$ cat config.mk
export PLATFORM = sky130hd
export DESIGN_NAME = fnd_bcd_scanner
export DESIGN_NICKNAME = d
export VERILOG_FILES = /design/src/rtl/fnd_bcd_scanner_pkg.sv /design/src/rtl/fnd_bcd_scanner_bcd_dd_step.sv /design/src/rtl/fnd_bcd_scanner.sv
export SDC_FILE = /design/constraint.sdc
export NUM_CORES = 1
export LEC_CHECK = 0
export BUFFER_PORTS_ARGS = -buffer_cell sky130_fd_sc_hd__buf_2
export CAP_MARGIN = 20
export CORE_MARGIN = 1.5
export CORE_UTILIZATION = 43
export CTS_CLUSTER_SIZE = 10
export DETAILED_ROUTE_END_ITERATION = 12
export GPL_TIMING_DRIVEN = 0
export SKIP_CTS_REPAIR_TIMING = 1
export SLEW_MARGIN = 20
export SYNTH_ARGS = -nofsm -noshare
export SYNTH_HDL_FRONTEND = slang
export SYNTH_SLANG_ARGS = --single-unit
$ cat constraint.sdc
create_clock -name clk -period 2.7 [get_ports clk]
set_input_delay 0 -clock clk [delete_from_list [all_inputs] [get_ports clk]]
set_output_delay 0 -clock clk [all_outputs]
set_load 0.02 [all_outputs]
$ cat src/rtl/fnd_bcd_scanner_pkg.sv
// Shared definitions for the FND BCD scanner: blank code, FSM states and a width helper.
package fnd_bcd_scanner_pkg;

    localparam logic [3:0] BCD_BLANK = 4'hF;

    typedef enum logic [1:0] {
        StIdle,
        StConv,
        StCommit
    } fsm_state_e;

    // Ceiling log2, never less than 1 so it can size a vector directly.
    function automatic int unsigned clog2(input int unsigned value);
        int unsigned width;
        width = 1;
        while ((64'd1 << width) < 64'(value)) width++;
        return width;
    endfunction

endpackage

$ cat src/rtl/fnd_bcd_scanner_bcd_dd_step.sv
// One double-dabble iteration: add 3 to every nibble >= 5, then shift left bringing in one bit.
module fnd_bcd_scanner_bcd_dd_step #(
    parameter int unsigned INT_DIG = 3
) (
    input  logic [INT_DIG*4-1:0] acc,
    input  logic                 shift_in,
    output logic [INT_DIG*4-1:0] acc_next
);

    logic [INT_DIG*4-1:0] adj;

    always_comb begin
        adj = acc;
        for (int n = 0; n < int'(INT_DIG); n++) begin
            if (acc[n*4 +: 4] >= 4'd5) begin
                adj[n*4 +: 4] = acc[n*4 +: 4] + 4'd3;
            end
        end
        acc_next = {adj[INT_DIG*4-2:0], shift_in};
    end

endmodule

$ cat src/rtl/fnd_bcd_scanner.sv
// Snapshots N_CH binary channels, converts them one bit per cycle to saturated BCD banks,
// and scans the committed digits onto a single FND digit output with leading-zero blanking.
module fnd_bcd_scanner
    import fnd_bcd_scanner_pkg::*;
#(
    parameter int unsigned N_CH     = 2,
    parameter int unsigned IN_W     = 8,
    parameter int unsigned N_DIG    = 2,
    parameter int unsigned SCAN_DIV = 100_000,
    localparam int unsigned SEL_W   = clog2(N_CH * N_DIG)
) (
    input  logic                    clk,
    input  logic                    rst_n,
    input  logic [N_CH*IN_W-1:0]    ch_data,
    input  logic                    load,
    input  logic                    blank_lz,
    output logic                    busy,
    output logic                    done,
    output logic [N_CH-1:0]         ovf,
    output logic [N_CH*N_DIG*4-1:0] digits,
    output logic [SEL_W-1:0]        sel,
    output logic [3:0]              bcd,
    output logic                    blank
);

    localparam int unsigned N_TOT   = N_CH * N_DIG;
    localparam int unsigned INT_DIG = (IN_W + 2) / 3;
    localparam int unsigned WORK_W  = INT_DIG * 4;
    localparam int unsigned BANK_W  = N_DIG * 4;
    localparam int unsigned EXT_W   = (INT_DIG > N_DIG) ? WORK_W : BANK_W;
    localparam int unsigned CH_W    = clog2(N_CH);
    localparam int unsigned BIT_W   = clog2(IN_W);
    localparam int unsigned CNT_W   = clog2(SCAN_DIV);

    fsm_state_e            state_q, state_d;
    logic [N_CH*IN_W-1:0]  snap_q, snap_d;
    logic [CH_W-1:0]       ch_q, ch_d;
    logic [BIT_W-1:0]      bit_q, bit_d;
    logic [WORK_W-1:0]     work_q, work_d, work_step;
    logic [N_CH*BANK_W-1:0] stage_q, stage_d, digits_q, digits_d;
    logic [N_CH-1:0]       stage_ovf_q, stage_ovf_d, ovf_q, ovf_d;
    logic                  busy_q, done_q, done_d;

    logic [IN_W-1:0]       cur_ch;
    logic [BIT_W-1:0]      msb_idx;
    logic [EXT_W-1:0]      res_ext;
    logic [BANK_W-1:0]     res_bank;
    logic                  res_ovf;

    always_comb begin
        cur_ch = '0;
        for (int k = 0; k < int'(N_CH); k++) begin
            if (ch_q == CH_W'(k)) cur_ch = snap_q[k*IN_W +: IN_W];
        end
        msb_idx = BIT_W'(IN_W - 1) - bit_q;
    end

    fnd_bcd_scanner_bcd_dd_step #(
        .INT_DIG (INT_DIG)
    ) u_dd_step (
        .acc      (work_q),
        .shift_in (cur_ch[msb_idx]),
        .acc_next (work_step)
    );

    // Anything above the displayed nibbles means the value does not fit: show all 9s.
    always_comb begin
        res_ext  = EXT_W'(work_step);
        res_ovf  = (res_ext >> BANK_W) != '0;
        res_bank = res_ovf ? {N_DIG{4'd9}} : res_ext[BANK_W-1:0];
    end

    always_comb begin
        state_d     = state_q;
        snap_d      = snap_q;
        ch_d        = ch_q;
        bit_d       = bit_q;
        work_d      = work_q;
        stage_d     = stage_q;
        stage_ovf_d = stage_ovf_q;
        digits_d    = digits_q;
        ovf_d       = ovf_q;
        done_d      = 1'b0;
        case (state_q)
            StIdle: begin
                // The done cycle still belongs to the previous transaction.
                if (load && !done_q) begin
                    snap_d  = ch_data;
                    ch_d    = '0;
                    bit_d   = '0;
                    work_d  = '0;
                    state_d = StConv;
                end
            end
            StConv: begin
                work_d = work_step;
                bit_d  = bit_q + 1'b1;
                if (bit_q == BIT_W'(IN_W - 1)) begin
                    bit_d  = '0;
                    work_d = '0;
                    for (int k = 0; k < int'(N_CH); k++) begin
                        if (ch_q == CH_W'(k)) begin
                            stage_d[k*BANK_W +: BANK_W] = res_bank;
                            stage_ovf_d[k]              = res_ovf;
                        end
                    end
                    if (ch_q == CH_W'(N_CH - 1)) state_d = StCommit;
                    else                         ch_d    = ch_q + 1'b1;
                end
            end
            StCommit: begin
                digits_d = stage_q;
                ovf_d    = stage_ovf_q;
                done_d   = 1'b1;
                state_d  = StIdle;
            end
            default: state_d = StIdle;
        endcase
    end

    always_ff @(posedge clk or negedge rst_n) begin
        if (!rst_n) begin
            state_q     <= StIdle;
            snap_q      <= '0;
            ch_q        <= '0;
            bit_q       <= '0;
            work_q      <= '0;
            stage_q     <= '0;
            stage_ovf_q <= '0;
            digits_q    <= '0;
            ovf_q       <= '0;
            done_q      <= 1'b0;
            busy_q      <= 1'b0;
        end else begin
            state_q     <= state_d;
            snap_q      <= snap_d;
            ch_q        <= ch_d;
            bit_q       <= bit_d;
            work_q      <= work_d;
            stage_q     <= stage_d;
            stage_ovf_q <= stage_ovf_d;
            digits_q    <= digits_d;
            ovf_q       <= ovf_d;
            done_q      <= done_d;
            busy_q      <= (state_q != StIdle);
        end
    end

    logic [CNT_W-1:0] psc_q, psc_d;
    logic             tick;
    logic [SEL_W-1:0] sel_q, sel_d;
    logic [3:0]       bcd_q, bcd_d, dig_at;
    logic             blank_q, blank_d, lz_at, zero_run;

    // Display registers are loaded from the next scan index so sel/bcd/blank change together.
    always_comb begin
        tick  = (psc_q == CNT_W'(SCAN_DIV - 1));
        psc_d = tick ? '0 : psc_q + 1'b1;
        sel_d = sel_q;
        if (tick) sel_d = (sel_q == SEL_W'(N_TOT - 1)) ? '0 : sel_q + 1'b1;

        dig_at   = '0;
        lz_at    = 1'b0;
        zero_run = 1'b1;
        for (int k = 0; k < int'(N_CH); k++) begin
            zero_run = 1'b1;
            for (int d = int'(N_DIG) - 1; d >= 0; d--) begin
                zero_run = zero_run && (digits_q[(k*int'(N_DIG)+d)*4 +: 4] == 4'd0);
                if (sel_d == SEL_W'(k*int'(N_DIG) + d)) begin
                    dig_at = digits_q[(k*int'(N_DIG)+d)*4 +: 4];
                    lz_at  = (d > 0) && zero_run;
                end
            end
        end
        blank_d = blank_lz && lz_at;
        bcd_d   = blank_d ? BCD_BLANK : dig_at;
    end

    always_ff @(posedge clk or negedge rst_n) begin
        if (!rst_n) begin
            psc_q   <= '0;
            sel_q   <= '0;
            bcd_q   <= '0;
            blank_q <= 1'b0;
        end else begin
            psc_q   <= psc_d;
            sel_q   <= sel_d;
            bcd_q   <= bcd_d;
            blank_q <= blank_d;
        end
    end

    assign busy   = busy_q;
    assign done   = done_q;
    assign ovf    = ovf_q;
    assign digits = digits_q;
    assign sel    = sel_q;
    assign bcd    = bcd_q;
    assign blank  = blank_q;

endmodule

==> out/metrics.yaml <==
outcome:
  result_of_the_run: "finished clean"
routing:
  antenna_violating_nets_post_route: 0
  detail_route.wl_per_cell_um: 14.8
  vias_per_cell: 5.13
  starting_drc_count_in_detailed_routing: 89
  route.final.wire_length_mm: 8.71
  drtPass1Iterations: 4
  drc_errors: 0
  dr_total_vias: 3016
worst_setup_path:
  cp_data_arrival_time_ps: 2500
  worstSetupPathType: "reg -> reg"
  worst-r2r-setup-slack_ps: 450
  crit_required_ps: 2960
  reg2regPathDepth: 7
  endpoint_kind: "flip-flop"
  r2r_end: "stage_ovf_q[1]$_DFFE_PN0P_"
  rr_startpoint: "work_q[4]$_DFFE_PN0P_"
  timing.critical_path.from_type: "flip-flop"
  timing.critical_path.from: "work_q[4]$_DFFE_PN0P_"
  cp_max_fo: 10
  endpoint: "stage_ovf_q[1]$_DFFE_PN0P_"
logic_synthesis:
  netlist-cell-type-count: 42
  yosysSeqAreaShare_pct: 54.3
  avgSynthCellArea_um2: 11.8
  synth-edff-count: 0
  yosys_warnings: 0
  synth-async-reset-ratio_pct: 100
  syn_area_um2: 4420
  yosys_most_used_dff: "sky130_fd_sc_hd__dfrtp_1"
  syn_inst: 375
  synth_seq_cells: 96
  synth_fp_nets: 405
clock_tree:
  h-tree-depth: 3
  clock_tree.buffer_depth: 2
  number_of_buffers_created_by_cts: 9
  number_of_sinks_on_the_clock_net: 96
  worst_setup_hold_path_clk_slew_ps: 100
  cts_root_buffer: "sky130_fd_sc_hd__clkbuf_8"
  clkLatencyLatePin_ps: 360
  cts_tree: "yes"
layout:
  filler_cell_count: 892
  mostFrequentLayoutCell: "sky130_fd_sc_hd__dfrtp_1"
  area_delta_synth_final_pct: 17.8
  nets: 480
  post_route_cells_drive_above_1_share_pct: 27.5
  layout.cells.most_common_list: "sky130_fd_sc_hd__dfrtp_1, sky130_fd_sc_hd__buf_2, sky130_fd_sc_hd__mux2_2"
  ff_latch_area_um2: 2400
  multi_input_area_um2: 1890
  antenna_cells: 0
  layout.core_utilization_pct: 52.8
  finalInstanceArea_um2: 5210
global_route:
  antenna_found_initial: 0
  wire_length_of_the_first_global_routing_pass_mm: 14.9
  global_route.overflow_total: 0
  grt_pass1_vias: 3013
  global_route.usage.total_pct: 17.1
  maximum_number_of_pins_on_one_net_before_global_route_repair: 57
pwr:
  power-per-cell-area_nw_per_um2: 926
  highest_ir_drop_seen_on_vdd_mv: 0.405
  power.leakage_nw: 2.36
  post-layout-total-power_mw: 4.83
sta:
  finalSetupViolations: 0
  max_clock_freq_ghz: 0.445
  hold-worst-slack_ps: 49.7
  minimum_clock_period_after_layout_ps: 2250
  finalClockSkew_ps: 12.2
  rsz0062_at_grt: "false"
  period_share_pct: 83.2
  accumulated_negative_setup_slack_ps: 0
  slew_violations: 0
  slew_headroom_pct: 61.9
  tightestPinTransition_ps: 568
  hold_violations: 0
worst_hold_path:
  hold_path_class: "in -> reg"
floorplanning:
  coreArea_um2: 9860
  die_y_um: 104
  boundaryPins: 47
  fp.dieArea_um2: 10900
  die_width_um: 104
  core.rowCount: 36
  floorplan.initialDensity_pct: 44.9
placed_design:
  port_buffers: 46
  place_area_um2: 4850
  finalWeightedCongestion: 0.776
  place.detailed.hpwl_mm: 6.30
job:
  max_cap_violations: 0
==> worst max-delay path: stages (launching register included) <==
cell and delay, ps:
sky130_fd_sc_hd__dfrtp_1 430, sky130_fd_sc_hd__inv_1 110, sky130_fd_sc_hd__ha_1 220, sky130_fd_sc_hd__nor2b_1 190
sky130_fd_sc_hd__nor3_1 110, sky130_fd_sc_hd__a2111oi_4 480, sky130_fd_sc_hd__nand3_2 260, sky130_fd_sc_hd__mux2_2 340
==> where the power goes <==
group / internal (mW) / switching (mW)
registers: 1.86 / 0.308
logic: 0.814 / 0.959
clock network: 0.353 / 0.535
==> registers in the layout, indices dropped and copies added, names as in the netlist, 2 cells and up <==
register	flops
bcd	4
bit_q	3
digits	16
ovf	2
psc_q	17
sel	2
snap_q	16
stage_ovf_q	2
stage_q	16
state_q	2
work_q	12
==> cell type report <==
cell class | count | share of cell area [%]
flip-flops and latches | 96 | 46.1
repair buffers | 64 | 8.33
multi-input cells | 250 | 36.2
inverters | 15 | 1.08
well taps | 133 | 3.19
clock inverters | 7 | 1.20
plain buffers | 14 | 1.54
clock buffers | 9 | 2.38
==> worst min-delay path by stage <==
stage	startpoint	to	slack [ps]	cells past startpoint
after detailed placement	rst_n	psc_q[14]$_DFF_PN0_	-60	1
after floorplan	rst_n	bcd[0]$_DFF_PN0_	-300	0
after global placement	ch_data[8]	snap_q[8]$_DFFE_PN0P_	230	2
after CTS	rst_n	psc_q[14]$_DFF_PN0_	-470	1
after global routing	blank_lz	blank$_DFF_PN0_	60	3
final	blank_lz	blank$_DFF_PN0_	50	3
==> cell usage after synthesis (all sizes together), types with 5 or more instances <==
library cell  count  area share, %
nand4             8            1.3
nor3              7           0.79
xnor2            10            2.0
dfrtp            96             54
buf               8            1.3
ha               10            2.8
mux2             44             11
clkbuf            6           0.51
nand2            36            3.1
mux2i             9            2.0
a211oi            8            1.4
nand3             8            1.0
o21ai            35            4.0
inv              15            1.3
nor2             16            1.4
o31ai             8            1.4
nor2b             5           0.71
xor2              7            1.4
==> metal layers <==
| layer | GRT usage (%) | share of wire (%) |
|---|---|---|
| met4 | 5.95 | 1.1 |
| met1 | 23.1 | 48 |
| met3 | 3.32 | 2.9 |
| met2 | 27.4 | 48 |
| met5 | 0 | 0 |
==> kinds of logic after synthesis <==
logic type | synth area share, %
multiplexers | 15.3
AND/OR/NAND/NOR | 11.8
XOR/XNOR | 3.37
AO/OA/AOI/OAI | 9.39
flip-flops | 54.3
adder cells (fa/ha/maj) | 2.83
buffers and inverters | 3.08
==> per-stage QoR <==
stage                     std cells  setup slack (ps)
after floorplan                 375               730
after global placement          554               482
after detailed placement        555               506
after CTS                       571               458
after global routing            588               221
final                           588               455
Note: power is estimated with default switching activity, not from simulation.
